## src/rtl/dx_hazard_ctrl_pkg.sv

```systemverilog
// Shared opcode/aluop constants, FSM state encoding and control-bundle type
// for the D/X hazard controller.
package dx_hazard_ctrl_pkg;

  localparam logic [4:0] OP_RTYPE = 5'b00000;
  localparam logic [4:0] OP_J     = 5'b00001;
  localparam logic [4:0] OP_BNE   = 5'b00010;
  localparam logic [4:0] OP_JAL   = 5'b00011;
  localparam logic [4:0] OP_JR    = 5'b00100;
  localparam logic [4:0] OP_BLT   = 5'b00110;
  localparam logic [4:0] OP_SW    = 5'b00111;
  localparam logic [4:0] OP_LW    = 5'b01000;
  localparam logic [4:0] OP_SETX  = 5'b10101;

  localparam logic [4:0] ALU_MULT = 5'b00110;
  localparam logic [4:0] ALU_DIV  = 5'b00111;

  typedef enum logic [1:0] {ST_IDLE, ST_BUSY, ST_DONE} md_state_e;

  typedef struct packed {
    logic pcEn;
    logic fdEn;
    logic dxEn;
    logic fdFlush;
    logic dxBubble;
    logic xmBubble;
    logic ctrlMult;
    logic ctrlDiv;
  } ctrl_t;

  localparam ctrl_t CTRL_RUN = '{pcEn: 1'b1, fdEn: 1'b1, dxEn: 1'b1, fdFlush: 1'b0,
                                 dxBubble: 1'b0, xmBubble: 1'b0, ctrlMult: 1'b0,
                                 ctrlDiv: 1'b0};

  function automatic logic is_muldiv(input logic [4:0] op, input logic [4:0] aluop);
    return (op == OP_RTYPE) && ((aluop == ALU_MULT) || (aluop == ALU_DIV));
  endfunction

endpackage

```

## src/rtl/dx_hazard_ctrl_if.sv

```systemverilog
// Decode/execute-side signal bundle: pipeline-latch fields in, latch enables
// and mult/div sequencing out.
interface dx_hazard_ctrl_if;
  logic [4:0] dxOpcode;
  logic [4:0] dxAluop;
  logic [4:0] dxRd;
  logic [4:0] fdOpcode;
  logic [4:0] fdRs;
  logic [4:0] fdRt;
  logic       mdResultRdy;
  logic       branchTaken;
  logic       pcEn;
  logic       fdEn;
  logic       dxEn;
  logic       fdFlush;
  logic       dxBubble;
  logic       xmBubble;
  logic       ctrlMult;
  logic       ctrlDiv;
  logic       mdBusy;
  logic       mdTimeout;

  modport master (
    output dxOpcode, dxAluop, dxRd, fdOpcode, fdRs, fdRt, mdResultRdy, branchTaken,
    input  pcEn, fdEn, dxEn, fdFlush, dxBubble, xmBubble, ctrlMult, ctrlDiv, mdBusy, mdTimeout
  );

  modport slave (
    input  dxOpcode, dxAluop, dxRd, fdOpcode, fdRs, fdRt, mdResultRdy, branchTaken,
    output pcEn, fdEn, dxEn, fdFlush, dxBubble, xmBubble, ctrlMult, ctrlDiv, mdBusy, mdTimeout
  );
endinterface

```

## src/rtl/dx_hazard_ctrl_src_decode.sv

```systemverilog
// Which register fields the F/D instruction actually reads as sources.
module dx_src_decode
  import dx_hazard_ctrl_pkg::*;
(
  input  logic [4:0] opcode_i,
  output logic       usesRs_o,
  output logic       usesRt_o
);
  assign usesRs_o = !((opcode_i == OP_J) || (opcode_i == OP_JAL) || (opcode_i == OP_SETX));

  // JR reads its target through the rt slot, so it counts as an rt reader.
  assign usesRt_o = (opcode_i == OP_RTYPE) || (opcode_i == OP_SW) || (opcode_i == OP_BNE) ||
                    (opcode_i == OP_BLT)   || (opcode_i == OP_JR);
endmodule

```

## src/rtl/dx_hazard_ctrl.sv

```systemverilog
// D/X hazard controller: load-use stalls, branch flushes and mult/div
// start/busy/done sequencing with a bounded busy timeout.
module dx_hazard_ctrl
  import dx_hazard_ctrl_pkg::*;
#(
  parameter int MD_TIMEOUT = 40,
  parameter int CNT_W      = 6
) (
  input logic           clock,
  input logic           reset,
  dx_hazard_ctrl_if.slave bus
);

  md_state_e        state_q;
  logic [CNT_W-1:0] cnt_q;
  logic             timeout_q;

  logic usesRs, usesRt, dxMuldiv, loadUse;
  ctrl_t ctrl;

  dx_src_decode u_src_decode (
    .opcode_i (bus.fdOpcode),
    .usesRs_o (usesRs),
    .usesRt_o (usesRt)
  );

  assign dxMuldiv = is_muldiv(bus.dxOpcode, bus.dxAluop);
  assign loadUse  = (bus.dxOpcode == OP_LW) && (bus.dxRd != 5'd0) &&
                    ((usesRs && (bus.fdRs == bus.dxRd)) || (usesRt && (bus.fdRt == bus.dxRd)));

  always_ff @(posedge clock) begin
    if (!reset) begin
      state_q   <= ST_IDLE;
      cnt_q     <= '0;
      timeout_q <= 1'b0;
    end else begin
      unique case (state_q)
        ST_IDLE: if (dxMuldiv) begin
          state_q <= ST_BUSY;
          cnt_q   <= '0;
        end
        ST_BUSY: begin
          if (bus.mdResultRdy) begin
            state_q <= ST_DONE;
          end else if (cnt_q == CNT_W'(MD_TIMEOUT - 1)) begin
            timeout_q <= 1'b1;
            state_q   <= ST_DONE;
          end else if (cnt_q != '1) begin
            cnt_q <= cnt_q + CNT_W'(1);
          end
        end
        ST_DONE: state_q <= ST_IDLE;
        default: state_q <= ST_IDLE;
      endcase
    end
  end

  always_comb begin
    ctrl = CTRL_RUN;
    unique case (state_q)
      ST_IDLE: begin
        if (dxMuldiv) begin
          ctrl.pcEn     = 1'b0;
          ctrl.fdEn     = 1'b0;
          ctrl.dxEn     = 1'b0;
          ctrl.xmBubble = 1'b1;
          ctrl.ctrlMult = (bus.dxAluop == ALU_MULT);
          ctrl.ctrlDiv  = (bus.dxAluop == ALU_DIV);
        end else if (bus.branchTaken) begin
          ctrl.fdFlush  = 1'b1;
          ctrl.dxBubble = 1'b1;
        end else if (loadUse) begin
          ctrl.pcEn     = 1'b0;
          ctrl.fdEn     = 1'b0;
          ctrl.dxBubble = 1'b1;
        end
      end
      ST_BUSY: begin
        ctrl.pcEn     = 1'b0;
        ctrl.fdEn     = 1'b0;
        ctrl.dxEn     = 1'b0;
        ctrl.xmBubble = 1'b1;
      end
      // Result drains into X/M while the mult/div leaves D/X as a bubble.
      ST_DONE: ctrl.dxBubble = 1'b1;
      default: ctrl = CTRL_RUN;
    endcase
    // A reset cycle must never launch a pulse or hold the pipe.
    if (!reset) ctrl = CTRL_RUN;
  end

  assign bus.pcEn      = ctrl.pcEn;
  assign bus.fdEn      = ctrl.fdEn;
  assign bus.dxEn      = ctrl.dxEn;
  assign bus.fdFlush   = ctrl.fdFlush;
  assign bus.dxBubble  = ctrl.dxBubble;
  assign bus.xmBubble  = ctrl.xmBubble;
  assign bus.ctrlMult  = ctrl.ctrlMult;
  assign bus.ctrlDiv   = ctrl.ctrlDiv;
  assign bus.mdBusy    = reset && (state_q == ST_BUSY);
  assign bus.mdTimeout = timeout_q;

endmodule
```

## src/flat_wrapper.sv

```systemverilog
// flat-port wrapper written by rule: the top's interface ports become plain ports
module dx_hazard_ctrl_flat import dx_hazard_ctrl_pkg::*;
#(
  parameter int MD_TIMEOUT = 40,
  parameter int CNT_W      = 6
)
  (clock, reset, bus_dxOpcode, bus_dxAluop, bus_dxRd, bus_fdOpcode, bus_fdRs, bus_fdRt, bus_mdResultRdy, bus_branchTaken, bus_pcEn, bus_fdEn, bus_dxEn, bus_fdFlush, bus_dxBubble, bus_xmBubble, bus_ctrlMult, bus_ctrlDiv, bus_mdBusy, bus_mdTimeout);
  dx_hazard_ctrl_if bus_i ();
  input logic clock;
  input logic reset;
  input wire logic [$bits(bus_i.dxOpcode)-1:0] bus_dxOpcode;
  input wire logic [$bits(bus_i.dxAluop)-1:0] bus_dxAluop;
  input wire logic [$bits(bus_i.dxRd)-1:0] bus_dxRd;
  input wire logic [$bits(bus_i.fdOpcode)-1:0] bus_fdOpcode;
  input wire logic [$bits(bus_i.fdRs)-1:0] bus_fdRs;
  input wire logic [$bits(bus_i.fdRt)-1:0] bus_fdRt;
  input wire logic [$bits(bus_i.mdResultRdy)-1:0] bus_mdResultRdy;
  input wire logic [$bits(bus_i.branchTaken)-1:0] bus_branchTaken;
  output wire logic [$bits(bus_i.pcEn)-1:0] bus_pcEn;
  output wire logic [$bits(bus_i.fdEn)-1:0] bus_fdEn;
  output wire logic [$bits(bus_i.dxEn)-1:0] bus_dxEn;
  output wire logic [$bits(bus_i.fdFlush)-1:0] bus_fdFlush;
  output wire logic [$bits(bus_i.dxBubble)-1:0] bus_dxBubble;
  output wire logic [$bits(bus_i.xmBubble)-1:0] bus_xmBubble;
  output wire logic [$bits(bus_i.ctrlMult)-1:0] bus_ctrlMult;
  output wire logic [$bits(bus_i.ctrlDiv)-1:0] bus_ctrlDiv;
  output wire logic [$bits(bus_i.mdBusy)-1:0] bus_mdBusy;
  output wire logic [$bits(bus_i.mdTimeout)-1:0] bus_mdTimeout;
  assign bus_i.dxOpcode = bus_dxOpcode;
  assign bus_i.dxAluop = bus_dxAluop;
  assign bus_i.dxRd = bus_dxRd;
  assign bus_i.fdOpcode = bus_fdOpcode;
  assign bus_i.fdRs = bus_fdRs;
  assign bus_i.fdRt = bus_fdRt;
  assign bus_i.mdResultRdy = bus_mdResultRdy;
  assign bus_i.branchTaken = bus_branchTaken;
  assign bus_pcEn = bus_i.pcEn;
  assign bus_fdEn = bus_i.fdEn;
  assign bus_dxEn = bus_i.dxEn;
  assign bus_fdFlush = bus_i.fdFlush;
  assign bus_dxBubble = bus_i.dxBubble;
  assign bus_xmBubble = bus_i.xmBubble;
  assign bus_ctrlMult = bus_i.ctrlMult;
  assign bus_ctrlDiv = bus_i.ctrlDiv;
  assign bus_mdBusy = bus_i.mdBusy;
  assign bus_mdTimeout = bus_i.mdTimeout;
  dx_hazard_ctrl #(.MD_TIMEOUT(MD_TIMEOUT), .CNT_W(CNT_W)) u_core (.clock(clock), .reset(reset), .bus(bus_i));
endmodule
```

## config.mk

```make
export PLATFORM = sky130hd
export DESIGN_NAME = dx_hazard_ctrl_flat
export DESIGN_NICKNAME = d
export VERILOG_FILES = /design/src/rtl/dx_hazard_ctrl_pkg.sv /design/src/rtl/dx_hazard_ctrl_if.sv /design/src/rtl/dx_hazard_ctrl_src_decode.sv /design/src/rtl/dx_hazard_ctrl.sv /design/src/flat_wrapper.sv
export SDC_FILE = /design/constraint.sdc
export NUM_CORES = 1
export LEC_CHECK = 0
export ABC_AREA = 1
export CAP_MARGIN = 20
export CORE_MARGIN = 4
export CORE_UTILIZATION = 37
export DETAILED_ROUTE_END_ITERATION = 6
export GPL_TIMING_DRIVEN = 0
export PLACE_DENSITY_LB_ADDON = 0.08
export SYNTH_ARGS = -nofsm -noshare
export SYNTH_HDL_FRONTEND = slang
export SYNTH_SLANG_ARGS = --single-unit
```

## constraint.sdc

```tcl
create_clock -name clock -period 1.99 [get_ports clock]
set_input_delay 0.597 -clock clock [delete_from_list [all_inputs] [get_ports clock]]
set_output_delay 0.597 -clock clock [all_outputs]
set_load 0.02 [all_outputs]
```

==> qor.yml <==
run_status:
  outcome: "finished with violations"
  violations: "negative setup slack"
synth:
  synth_compound_area_share_pct: 8.345
  ys_ff_latch: 9
  synthesis.nets: 189
  synth_mux_area_share_pct: 0
  synth.largest_area_cell: "dfxtp_1"
  synth_fa_ha_area_share_pct: 1.346
  ys_seq_area_share_pct: 19.38
  ys_top_cells_by_area: "dfxtp_1 (19%), nand2_1 (18%), inv_1 (9.3%), nor2_1 (9.3%), nand3_1 (4.8%)"
  synthXorXnorAreaFrac_pct: 4.711
  yosys.area_share.simple_pct: 54.10
  synth_top_family_by_area: "simple AND/OR/NAND/NOR gates"
  synth_warnings: 0
  synth_cells: 154
  synthesis.area_um2: 929.6
  syn_area_per_cell_um2: 6.037
  ys_types: 30
  synth_top_area_share_pct: 19.38
clock_network:
  cts_buffer_depth: 2
  cts_buffers: 3
  root_buffer: "clkbuf_4"
  htree_levels: 1
  hold_buffers: 0
  clock_latency_ns: 0.26
  cts_tree: "built"
  clk_pin_slew_worst_paths_ns: 0.06
  clock-sinks: 9
pwr:
  p_leak_nw: 0.7119
  irDropWorstVdd_mv: 0.3570
  power_w: 0.0004586
  p_per_area_nw_per_um2: 313.2
placement:
  port_buffers: 43
  dp_cells: 225
  gp_congestion: 0.8790
  hpwl_um: 2055
  place_ws_ns: -1.143
timing:
  rsz0062_at_grt: "yes"
  hold_viol_final: 0
  final.setup.tns_ns: -1.515
  slew_headroom_pct: 79.57
  worstMarginPinSlew_ns: 0.3060
  slew_viol_final: 0
  post-route-min-period_ns: 2.253
  period_share_pct: 113.2
  setup_viol: 8
  max_freq_ghz: 0.4438
  skew_ns: 0.0007394
  worst_slack_ns: -0.2631
route:
  wl_um: 2618
  via_count: 1112
  postRouteAntennaNets: 0
  vias_per_cell: 4.692
  wl_per_cell_um: 11.05
  first_iter_violations: 31
  post-route-drc-count: 0
  firstDrtPassIters: 4
cells_and_area:
  layout.nets: 245
  nFillCells: 216
  multiInputGateArea_um2: 730.7
  area_growth_pct: 57.47
  diodes: 0
  drive_above_1_share_pct: 46.89
  ff_latch_area_um2: 180.2
  instances_no_fill: 237
global_routing:
  grtUsageTotal_pct: 16.00
  use_met3_pct: 4.900
  grt_pass1_wl_um: 4347
  groute.layer.met1.usage_pct: 17.13
  antenna_found_initial: 0
  gr-total-overflow: 0
  gr-max-usage-layer: "met2"
  grt_max_degree: 10
  grt_pass1_vias: 1095
  grt_util_met2_pct: 30.65
worst_hold_path:
  min_path_type: "register to register"
worst_setup_path:
  cp-start-kind: "primary input"
  rrSetupSlack_ns: 0.52
  crit_type: "primary input to primary output"
  crit_fanout: 3
  crit_arrival_ns: 1.66
  cp-end-kind: "primary output"
  critPathRequiredTime_ns: 1.39
run:
  drv_cap: 0
die:
  die_h_um: 58.13
  start_util_pct: 40.47
  die_area_um2: 3379
  fp.dieW_um: 58.13
  rows: 17
  coreArea_um2: 2297
  io-pin-count: 44
-- path summary, 6_finish.rpt --
path / cells after the start / to / from
setup / recovery: 10 / bus_pcEn / bus_dxOpcode[0]
hold / removal: 2 / u_core.bus.mdTimeout / u_core.bus.mdTimeout
setup reg to reg: 11 / u_core.cnt_q[2] / u_core.cnt_q[0]
hold reg to reg: 2 / u_core.bus.mdTimeout / u_core.bus.mdTimeout
-- cell usage after synthesis --
library cell and count:
and3_1 1, ha_1 1, nor3b_4 1, nor3_1 4
inv_2 4, nor2_2 2, nand3_1 9, dfxtp_1 9
xor2_1 2, nor4_1 1, nand2_4 2, inv_1 23
xnor2_1 3, nand2_1 45, nor3_4 1, o21ai_1 1
o21a_1 1, a21oi_2 5, nand2_2 4, nand4_1 1
nor2_1 23, nand2_8 1, clkinv_1 1, nand3_2 2
nand3_4 1, a21oi_1 2, buf_4 1, nor2_4 1
o22ai_1 1, o21ai_0 1
-- final cells by class --
| class | instances | share of cell area [%] |
|---|---|---|
| Multi-Input combinational cell | 116 | 49.91 |
| Timing Repair Buffer | 51 | 25.47 |
| Sequential cell | 9 | 12.31 |
| Inverter | 28 | 7.350 |
| Tap cell | 28 | 2.393 |
| Clock buffer | 4 | 1.795 |
| Buffer | 1 | 0.7692 |
-- per-layer routing --
metal  up-vias  wire [um]
li1        586          -
met1       500       1044
met2        24       1405
met3         2        156
met4         0         12
met5         -          0
-- cell usage in the layout, fill, tap and decap left out, types with 8 or more instances in the layout --
cell type / count
dfxtp_1: 9
buf_6: 10
nand2_2: 13
nand2_1: 36
inv_1: 18
buf_2: 24
buf_4: 11
inv_2: 8
nor2_1: 17
nand3_1: 8
-- logic make-up after synthesis --
group | Yosys count
simple gates | 99
buf+inv | 29
compound gates | 11
flops | 9
xor+xnor | 5
fa+ha+maj | 1
-- power by group --
part           total, W  switching [W]  internal [W]
Combinational  0.000138      0.0000701     0.0000682
Sequential     0.000181    0.000000223      0.000180
Clock          0.000140      0.0000626     0.0000772
-- sequential cells by signal (all words and copies together), names as in the netlist --
signal                flops
u_core.cnt_q              6
u_core.state_q            2
u_core.bus.mdTimeout      1
-- stage by stage --
step	cell area, um^2	util, %	hold WS, ns
after floorplan	960.9	-	0.4916
after global placement	1426	62.09	0.4542
after detailed placement	1426	62.09	0.4757
after CTS	1416	61.66	0.4904
after global routing	1464	63.73	0.5680
final	1464	63.73	0.4910
-- worst max-delay path, cell delays in order --
cell and delay, ns:
buf_6 0.10, nor2_4 0.08, nor3b_4 0.24, nand2_1 0.10, nor2_2 0.12, nand3_2 0.08
nand2_2 0.07, nand2_2 0.05, buf_6 0.11, buf_6 0.12
-- timing repair --
action | 4_1_cts | 5_1_grt
resized for setup | 181 | 14
cloned | 0 | 0
pin swaps | 35 | 9
setup endpoints to repair | 9 | 9
setup buffers | 5 | 4
(Power assumes the default switching activity.)
